$ cat config.mk
export PLATFORM = sky130hd
export DESIGN_NAME = fridge_ctrl_bank
export DESIGN_NICKNAME = d
export VERILOG_FILES = /design/src/rtl/fridge_pkg.sv /design/src/rtl/fridge_comp_fsm.sv /design/src/rtl/fridge_ctrl_bank.sv
export SDC_FILE = /design/constraint.sdc
export NUM_CORES = 1
export LEC_CHECK = 0
export CORE_ASPECT_RATIO = 1.25
export CORE_MARGIN = 2
export CORE_UTILIZATION = 59
export DETAILED_ROUTE_END_ITERATION = 12
export GPL_TIMING_DRIVEN = 0
export PLACE_DENSITY = 0.85
export SLEW_MARGIN = 20
export SYNTH_ARGS = -nofsm -noshare
export SYNTH_HDL_FRONTEND = slang
export SYNTH_SLANG_ARGS = --single-unit
$ cat constraint.sdc
create_clock -name clk -period 4.91 [get_ports clk]
set_clock_uncertainty 0.1 [all_clocks]
set_input_delay 0.7365 -clock clk [delete_from_list [all_inputs] [get_ports clk]]
set_output_delay 0.7365 -clock clk [all_outputs]
set_load 0.05 [all_outputs]
$ cat src/rtl/fridge_pkg.sv
`default_nettype none
// ============================================================================
// Module      : fridge_pkg
// Description : Shared types and helpers for the compartment controller bank:
//               register field encoding, per-channel compressor FSM states,
//               and index-width helper.
// Revision    : 1.0 - initial release
// ============================================================================
package fridge_pkg;

    // Width of the register field selector on the write/read ports.
    localparam int c_FIELD_W = 2;

    typedef enum logic [1:0] {
        FIELD_SP   = 2'd0,  // temperature setpoint
        FIELD_CAP  = 2'd1,  // capacity value (clamped on write)
        FIELD_PWR  = 2'd2,  // channel power, bit 0 only
        FIELD_RSVD = 2'd3   // reserved: writes flag an error, reads return 0
    } field_e;

    typedef enum logic [1:0] {
        ST_OFF     = 2'd0,
        ST_IDLE    = 2'd1,
        ST_COOL    = 2'd2,
        ST_LOCKOUT = 2'd3
    } fsm_state_e;

    // Bits needed to index n items, never less than one bit.
    function automatic int ch_idx_w(input int n);
        return (n > 1) ? $clog2(n) : 1;
    endfunction

endpackage
`default_nettype wire

$ cat src/rtl/fridge_comp_fsm.sv
`default_nettype none
// ============================================================================
// Module      : fridge_comp_fsm
// Description : One compartment's compressor controller. Cuts in when the
//               sensed temperature exceeds setpoint+HYST, cuts out at or
//               below setpoint, then enforces a minimum-off lockout.
// Ports       : clk, rst_n      - clock, async active-low reset
//               pwr, ch_pwr     - appliance and channel power enables
//               temp, setpoint  - sensed temperature and target
//               comp_on         - registered compressor enable
// Revision    : 1.0 - initial release
// ============================================================================
module fridge_comp_fsm
    import fridge_pkg::*;
#(
    parameter int VAL_W   = 5,
    parameter int HYST    = 2,
    parameter int MIN_OFF = 16
) (
    input  logic             clk,
    input  logic             rst_n,
    input  logic             pwr,
    input  logic             ch_pwr,
    input  logic [VAL_W-1:0] temp,
    input  logic [VAL_W-1:0] setpoint,
    output logic             comp_on
);

    // MIN_OFF-1 is the largest counter value, so clog2(MIN_OFF) bits suffice.
    localparam int                 c_CNT_W = ch_idx_w(MIN_OFF);
    localparam logic [c_CNT_W-1:0] c_LOAD  = c_CNT_W'(MIN_OFF - 1);
    localparam logic [VAL_W:0]     c_HYST  = (VAL_W + 1)'(HYST);

    fsm_state_e         r_state;
    fsm_state_e         w_next;
    logic [c_CNT_W-1:0] r_cnt;
    logic [c_CNT_W-1:0] w_cnt_nxt;
    logic               r_comp_on;
    logic               w_comp_on_nxt;

    // Cut-in threshold is formed one bit wider so a high setpoint cannot wrap.
    logic [VAL_W:0] w_cut_in_lvl;
    logic           w_above_cut_in;
    logic           w_at_or_below_sp;

    assign w_cut_in_lvl     = {1'b0, setpoint} + c_HYST;
    assign w_above_cut_in   = {1'b0, temp} > w_cut_in_lvl;
    assign w_at_or_below_sp = temp <= setpoint;

    // State register
    always_ff @(posedge clk or negedge rst_n) begin
        if (!rst_n) begin
            r_state   <= ST_OFF;
            r_cnt     <= '0;
            r_comp_on <= 1'b0;
        end else begin
            r_state   <= w_next;
            r_cnt     <= w_cnt_nxt;
            r_comp_on <= w_comp_on_nxt;
        end
    end

    // Next-state logic
    always_comb begin
        w_next    = r_state;
        w_cnt_nxt = r_cnt;
        if (!pwr || !ch_pwr) begin
            w_next    = ST_OFF;
            w_cnt_nxt = '0;
        end else begin
            case (r_state)
                ST_OFF: begin
                    w_next = ST_IDLE;
                end
                ST_IDLE: begin
                    if (w_above_cut_in) begin
                        w_next = ST_COOL;
                    end
                end
                ST_COOL: begin
                    if (w_at_or_below_sp) begin
                        w_next    = ST_LOCKOUT;
                        w_cnt_nxt = c_LOAD;
                    end
                end
                ST_LOCKOUT: begin
                    // Temperature is deliberately ignored until the count ends.
                    if (r_cnt == '0) begin
                        w_next = ST_IDLE;
                    end else begin
                        w_cnt_nxt = r_cnt - 1'b1;
                    end
                end
                default: begin
                    w_next    = ST_OFF;
                    w_cnt_nxt = '0;
                end
            endcase
        end
    end

    // Output logic: decoded from the next state and registered, so comp_on
    // tracks COOL exactly without a decode glitch on the output pin.
    always_comb begin
        w_comp_on_nxt = (w_next == ST_COOL);
    end

    assign comp_on = r_comp_on;

endmodule
`default_nettype wire

$ cat src/rtl/fridge_ctrl_bank.sv
`default_nettype none
// ============================================================================
// Module      : fridge_ctrl_bank
// Description : Bank of N_CH refrigeration compartment controllers with a
//               small register file (setpoint, capacity, channel power),
//               valid/ready write port and registered read port.
// Ports       : clk, rst_n                 - clock, async active-low reset
//               pwr                        - appliance master power
//               wr_valid/wr_ready          - write handshake
//               wr_field/wr_ch/wr_data     - write address and value
//               wr_err                     - pulse on accepted illegal write
//               rd_field/rd_ch/rd_data     - read address, registered data
//               temp_sense                 - packed per-channel temperatures
//               comp_on                    - per-channel compressor enables
// Revision    : 1.0 - initial release
// ============================================================================
module fridge_ctrl_bank
    import fridge_pkg::*;
#(
    parameter int N_CH    = 2,
    parameter int VAL_W   = 5,
    parameter int HYST    = 2,
    parameter int MIN_OFF = 16,
    parameter int CAP_MAX = 20,
    parameter int SP_RST  = 4
) (
    input  logic                        clk,
    input  logic                        rst_n,
    input  logic                        pwr,
    input  logic                        wr_valid,
    output logic                        wr_ready,
    input  logic [c_FIELD_W-1:0]        wr_field,
    input  logic [ch_idx_w(N_CH)-1:0]   wr_ch,
    input  logic [VAL_W-1:0]            wr_data,
    output logic                        wr_err,
    input  logic [c_FIELD_W-1:0]        rd_field,
    input  logic [ch_idx_w(N_CH)-1:0]   rd_ch,
    output logic [VAL_W-1:0]            rd_data,
    input  logic [N_CH*VAL_W-1:0]       temp_sense,
    output logic [N_CH-1:0]             comp_on
);

    localparam int                 c_CH_W    = ch_idx_w(N_CH);
    localparam logic [c_CH_W:0]    c_N_CH    = (c_CH_W + 1)'(N_CH);
    localparam logic [VAL_W-1:0]   c_CAP_MAX = VAL_W'(CAP_MAX);
    localparam logic [VAL_W-1:0]   c_SP_RST  = VAL_W'(SP_RST);

    logic [VAL_W-1:0] r_sp  [N_CH];
    logic [VAL_W-1:0] r_cap [N_CH];
    logic [N_CH-1:0]  r_ch_pwr;
    logic [VAL_W-1:0] r_rd_data;
    logic             r_wr_err;

    logic             w_wr_fire;
    logic             w_wr_bad;
    logic             w_rd_ch_ok;
    logic [VAL_W-1:0] w_cap_clamped;
    logic [VAL_W-1:0] w_rd_val;

    // Writes are only accepted while the appliance is powered, which also
    // freezes the register file whenever pwr is low.
    assign wr_ready  = pwr;
    assign w_wr_fire = wr_valid && pwr;
    assign w_wr_bad  = (field_e'(wr_field) == FIELD_RSVD) || ({1'b0, wr_ch} >= c_N_CH);
    assign w_rd_ch_ok = ({1'b0, rd_ch} < c_N_CH);

    assign w_cap_clamped = (wr_data > c_CAP_MAX) ? c_CAP_MAX : wr_data;

    // Register file
    always_ff @(posedge clk or negedge rst_n) begin
        if (!rst_n) begin
            for (int k = 0; k < N_CH; k++) begin
                r_sp[k]  <= c_SP_RST;
                r_cap[k] <= '0;
            end
            r_ch_pwr <= '0;
        end else if (w_wr_fire && !w_wr_bad) begin
            case (field_e'(wr_field))
                FIELD_SP:  r_sp[wr_ch]     <= wr_data;
                FIELD_CAP: r_cap[wr_ch]    <= w_cap_clamped;
                FIELD_PWR: r_ch_pwr[wr_ch] <= wr_data[0];
                default:   ;
            endcase
        end
    end

    // Error pulse: high for exactly the cycle after an accepted illegal write.
    always_ff @(posedge clk or negedge rst_n) begin
        if (!rst_n) begin
            r_wr_err <= 1'b0;
        end else begin
            r_wr_err <= w_wr_fire && w_wr_bad;
        end
    end

    // Read mux samples the pre-write contents, giving read-before-write
    // behaviour when read and write hit the same address in one cycle.
    always_comb begin
        w_rd_val = '0;
        if (w_rd_ch_ok) begin
            case (field_e'(rd_field))
                FIELD_SP:  w_rd_val = r_sp[rd_ch];
                FIELD_CAP: w_rd_val = r_cap[rd_ch];
                FIELD_PWR: w_rd_val = VAL_W'(r_ch_pwr[rd_ch]);
                default:   w_rd_val = '0;
            endcase
        end
    end

    always_ff @(posedge clk or negedge rst_n) begin
        if (!rst_n) begin
            r_rd_data <= '0;
        end else begin
            r_rd_data <= w_rd_val;
        end
    end

    assign rd_data = r_rd_data;
    assign wr_err  = r_wr_err;

    // One compressor controller per compartment
    for (genvar k = 0; k < N_CH; k++) begin : g_ch
        fridge_comp_fsm #(
            .VAL_W   (VAL_W),
            .HYST    (HYST),
            .MIN_OFF (MIN_OFF)
        ) u_comp_fsm (
            .clk      (clk),
            .rst_n    (rst_n),
            .pwr      (pwr),
            .ch_pwr   (r_ch_pwr[k]),
            .temp     (temp_sense[k*VAL_W +: VAL_W]),
            .setpoint (r_sp[k]),
            .comp_on  (comp_on[k])
        );
    end

endmodule
`default_nettype wire

==> impl_metrics.py <==
metrics = {
    "finish": {
        "nNetsFinal": 314,
        "stdcell_area_um2": 2960,
        "final_cell_mix": "40 x dfrtp_1, 31 x clkdlybuf4s50_1, 27 x nand2_1",
        "final_core_util": 0.727,
        "antennaDiodeCount": 0,
        "num-fill-cells": 299,
        "layout_commonest_cell": "dfrtp_1",
        "drive_gt1_frac": 0.108,
        "area_growth_syn_to_layout_pct": 19.7,
    },
    "global_route": {
        "grt_first_pass_wirelength_um": 8170,
        "grt_usage": 0.228,
        "antenna_found_initial": 0,
        "grt_max_degree": 28,
        "overflow": 0,
        "grt_pass1_vias": 1891,
    },
    "yosys": {
        "synth_area_per_cell_um2": 10.9,
        "netlist_top_cells_area": "dfrtp_1 41%, ha_1 11%, mux4_2 4.6%, mux2_1 4.1%, nand2_1 4.1%",
        "ys_seq_elements": 42,
        "synth_cell_type_count": 51,
        "synth.top_cell.area_share": 0.405,
        "synth_compound_area_frac": 0.152,
        "async_reset_ff_frac": 1.00,
        "synth_fa_ha_area_frac": 0.111,
        "synth_fp_nets": 274,
        "synth_top_family_by_area": "compound AO/OA/AOI/OAI gates",
        "synth_xor_area_frac": 0.0284,
        "syn-instance-count": 227,
        "synth.largest_area_cell": "dfrtp_1",
        "muxShareOfSynthArea": 0.101,
        "synth_edf_count": 0,
        "syn_area_um2": 2470,
        "ys_seq_area_frac": 0.427,
        "ys.flop_type": "dfrtp_1",
        "yosys_warnings": 0,
        "yosys.area_share.simple": 0.131,
    },
    "placement": {
        "portBuffers": 32,
        "placed_cell_area_um2": 2880,
        "dp.final_hpwl_um": 3890,
        "place.gp.congestion": 0.799,
    },
    "worst_setup_path": {
        "rrSetupSlack_ps": 2700,
        "endpoint_kind": "output port",
        "crit_start": "pwr",
        "worstSetupStartpointType": "input pin",
        "path_class": "input pin to output port",
        "reg2reg_from": "r_sp[7]",
        "worstPathMaxFanout": 9,
        "cpPeakStageDelay_ps": 780,
        "cp_cell_sequence": "clkdlybuf4s50_1 > buf_4 > clkdlybuf4s50_1",
        "critPathMostFrequentCell": "clkdlybuf4s50_1",
        "critical-path-slowest-cell": "clkdlybuf4s50_1",
        "cp.required_ps": 4070,
        "crit_arrival_ps": 2330,
    },
    "cts": {
        "h-tree-depth": 2,
        "clock-sinks": 42,
        "cts_tree": "done",
        "cts_hold_buf": 0,
        "clock_latency_ps": 290,
        "cts_repair_resize_count": 0,
        "clockBufferDepth": 2,
        "cts_buffers": 5,
        "cts_setup_buffers": 0,
        "root_buffer": "clkbuf_8",
        "clk_pin_slew_ps": 70,
    },
    "routing": {
        "post-route-drc-count": 0,
        "ant_nets": 0,
        "wl_per_cell_um": 14.7,
        "drtIter0Drc": 52,
        "routed_wl_um": 4780,
        "vias_per_cell": 5.75,
        "vias": 1862,
        "first_pass_iters": 4,
    },
    "timing": {
        "fin_tns_setup_ps": 0,
        "fin_crit_ps": 3170,
        "max_freq_ghz": 0.316,
        "finalHoldViolations": 0,
        "slew_violations": 0,
        "holdWs_ps": 261,
        "relSlewSlack": 0.664,
        "worst_slew_pin_slew_ps": 502,
        "setup-violations-final": 0,
        "rsz0062_at_grt": "false",
        "period_share": 0.645,
    },
    "pwr": {
        "p_total_mw": 0.972,
        "irDropWorstVdd_v": 0.000219,
        "p_leak_nw": 1.34,
        "powerDensity_nw_per_um2": 329,
    },
    "die": {
        "core_area_um2": 4070,
        "ios": 34,
        "initial_utilization": 0.607,
        "die_y_um": 76.3,
        "die_area_um2": 4720,
        "rows": 26,
        "die_w_um": 61.9,
    },
    "min_path": {
        "hold_path.class": "input pin to asynchronous set/reset pin",
    },
    "outcome": {
        "status": "finished clean",
    },
    "job": {
        "max_cap_violations": 0,
    },
}
-- state kept, by name, indices dropped and copies added (netlist names) --
name / flops
r_cap: 10
r_sp: 10
g_ch.u_comp_fsm.r_cnt: 8
rd_data: 5
g_ch.u_comp_fsm.r_state: 4
g_ch.u_comp_fsm.comp_on: 2
r_ch_pwr: 2
wr_err: 1
-- area by class of cell --
class                   instances  area [um2]  share of cell area
clock buffers                   8        80.1              0.0271
plain buffers                   5        45.0              0.0152
inverters                      20        75.1              0.0254
well taps                      56        70.1              0.0237
multi-input cells             160        1300               0.439
repair buffers                 33         335               0.113
flip-flops and latches         42        1050               0.356
-- cells by family (layout without fill, tap and decap cells) --
family                   Yosys count  after routing
AND/OR/NAND/NOR                   61             61
AO/OA/AOI/OAI                     52             52
flip-flops                        42             42
buffers and inverters             25             66
adder cells (fa/ha/maj)           22             22
multiplexers                      17             17
XOR/XNOR                           8              8
-- report_power, final --
part / total (mW) / internal [mW] / switching, mW
sequential: 0.446 / 0.399 / 0.0470
clock: 0.208 / 0.101 / 0.107
combinational: 0.318 / 0.154 / 0.163
-- metrics by stage --
step / setup WS [ps] / instances
floorplan: 2850 / 227
global placement: 1760 / 315
detailed placement: 1730 / 316
CTS: 1750 / 324
global route: 1690 / 324
finish: 1740 / 324
-- cells in the mapped netlist, types with 3 or more instances --
cell type and n:
dfrtp_1 40, nand2_1 27, ha_1 22, inv_1 19, mux2_1 9, o21a_1 8, o21ai_0 8, a21oi_1 7
nor2b_1 6, xnor2_1 6, mux4_2 5, nor2_1 5, o21ai_1 5, nand3_1 4, a31oi_1 3, a41oi_1 3
buf_4 3, nand4_1 3, nor3_1 3
-- path summary, 6_finish.rpt --
kind / to / depth (start not counted)
worst max-delay path: wr_ready / 3
worst min-delay path: g_ch[0].u_comp_fsm.r_cnt[3] / 1
worst max register to register: g_ch[0].u_comp_fsm.comp_on / 7
worst min register to register: r_cap[1] / 2
max in group asynchronous: r_sp[7] / 2
min in group clk: r_cap[1] / 2
-- per-layer routing --
layer	wire length [um]	vias to the layer above	global-route usage
li1	-	901	-
met1	1950	912	0.274
met2	2600	40	0.385
met3	132	9	0.0458
met4	93	0	0.0915
met5	0	-	0
-- worst max-delay path, delay by kind of cell --
| family | cells | cell delay (ps) |
|---|---|---|
| buf+inv | 3 | 1580 |
Power figures use the tool's default switching activity.
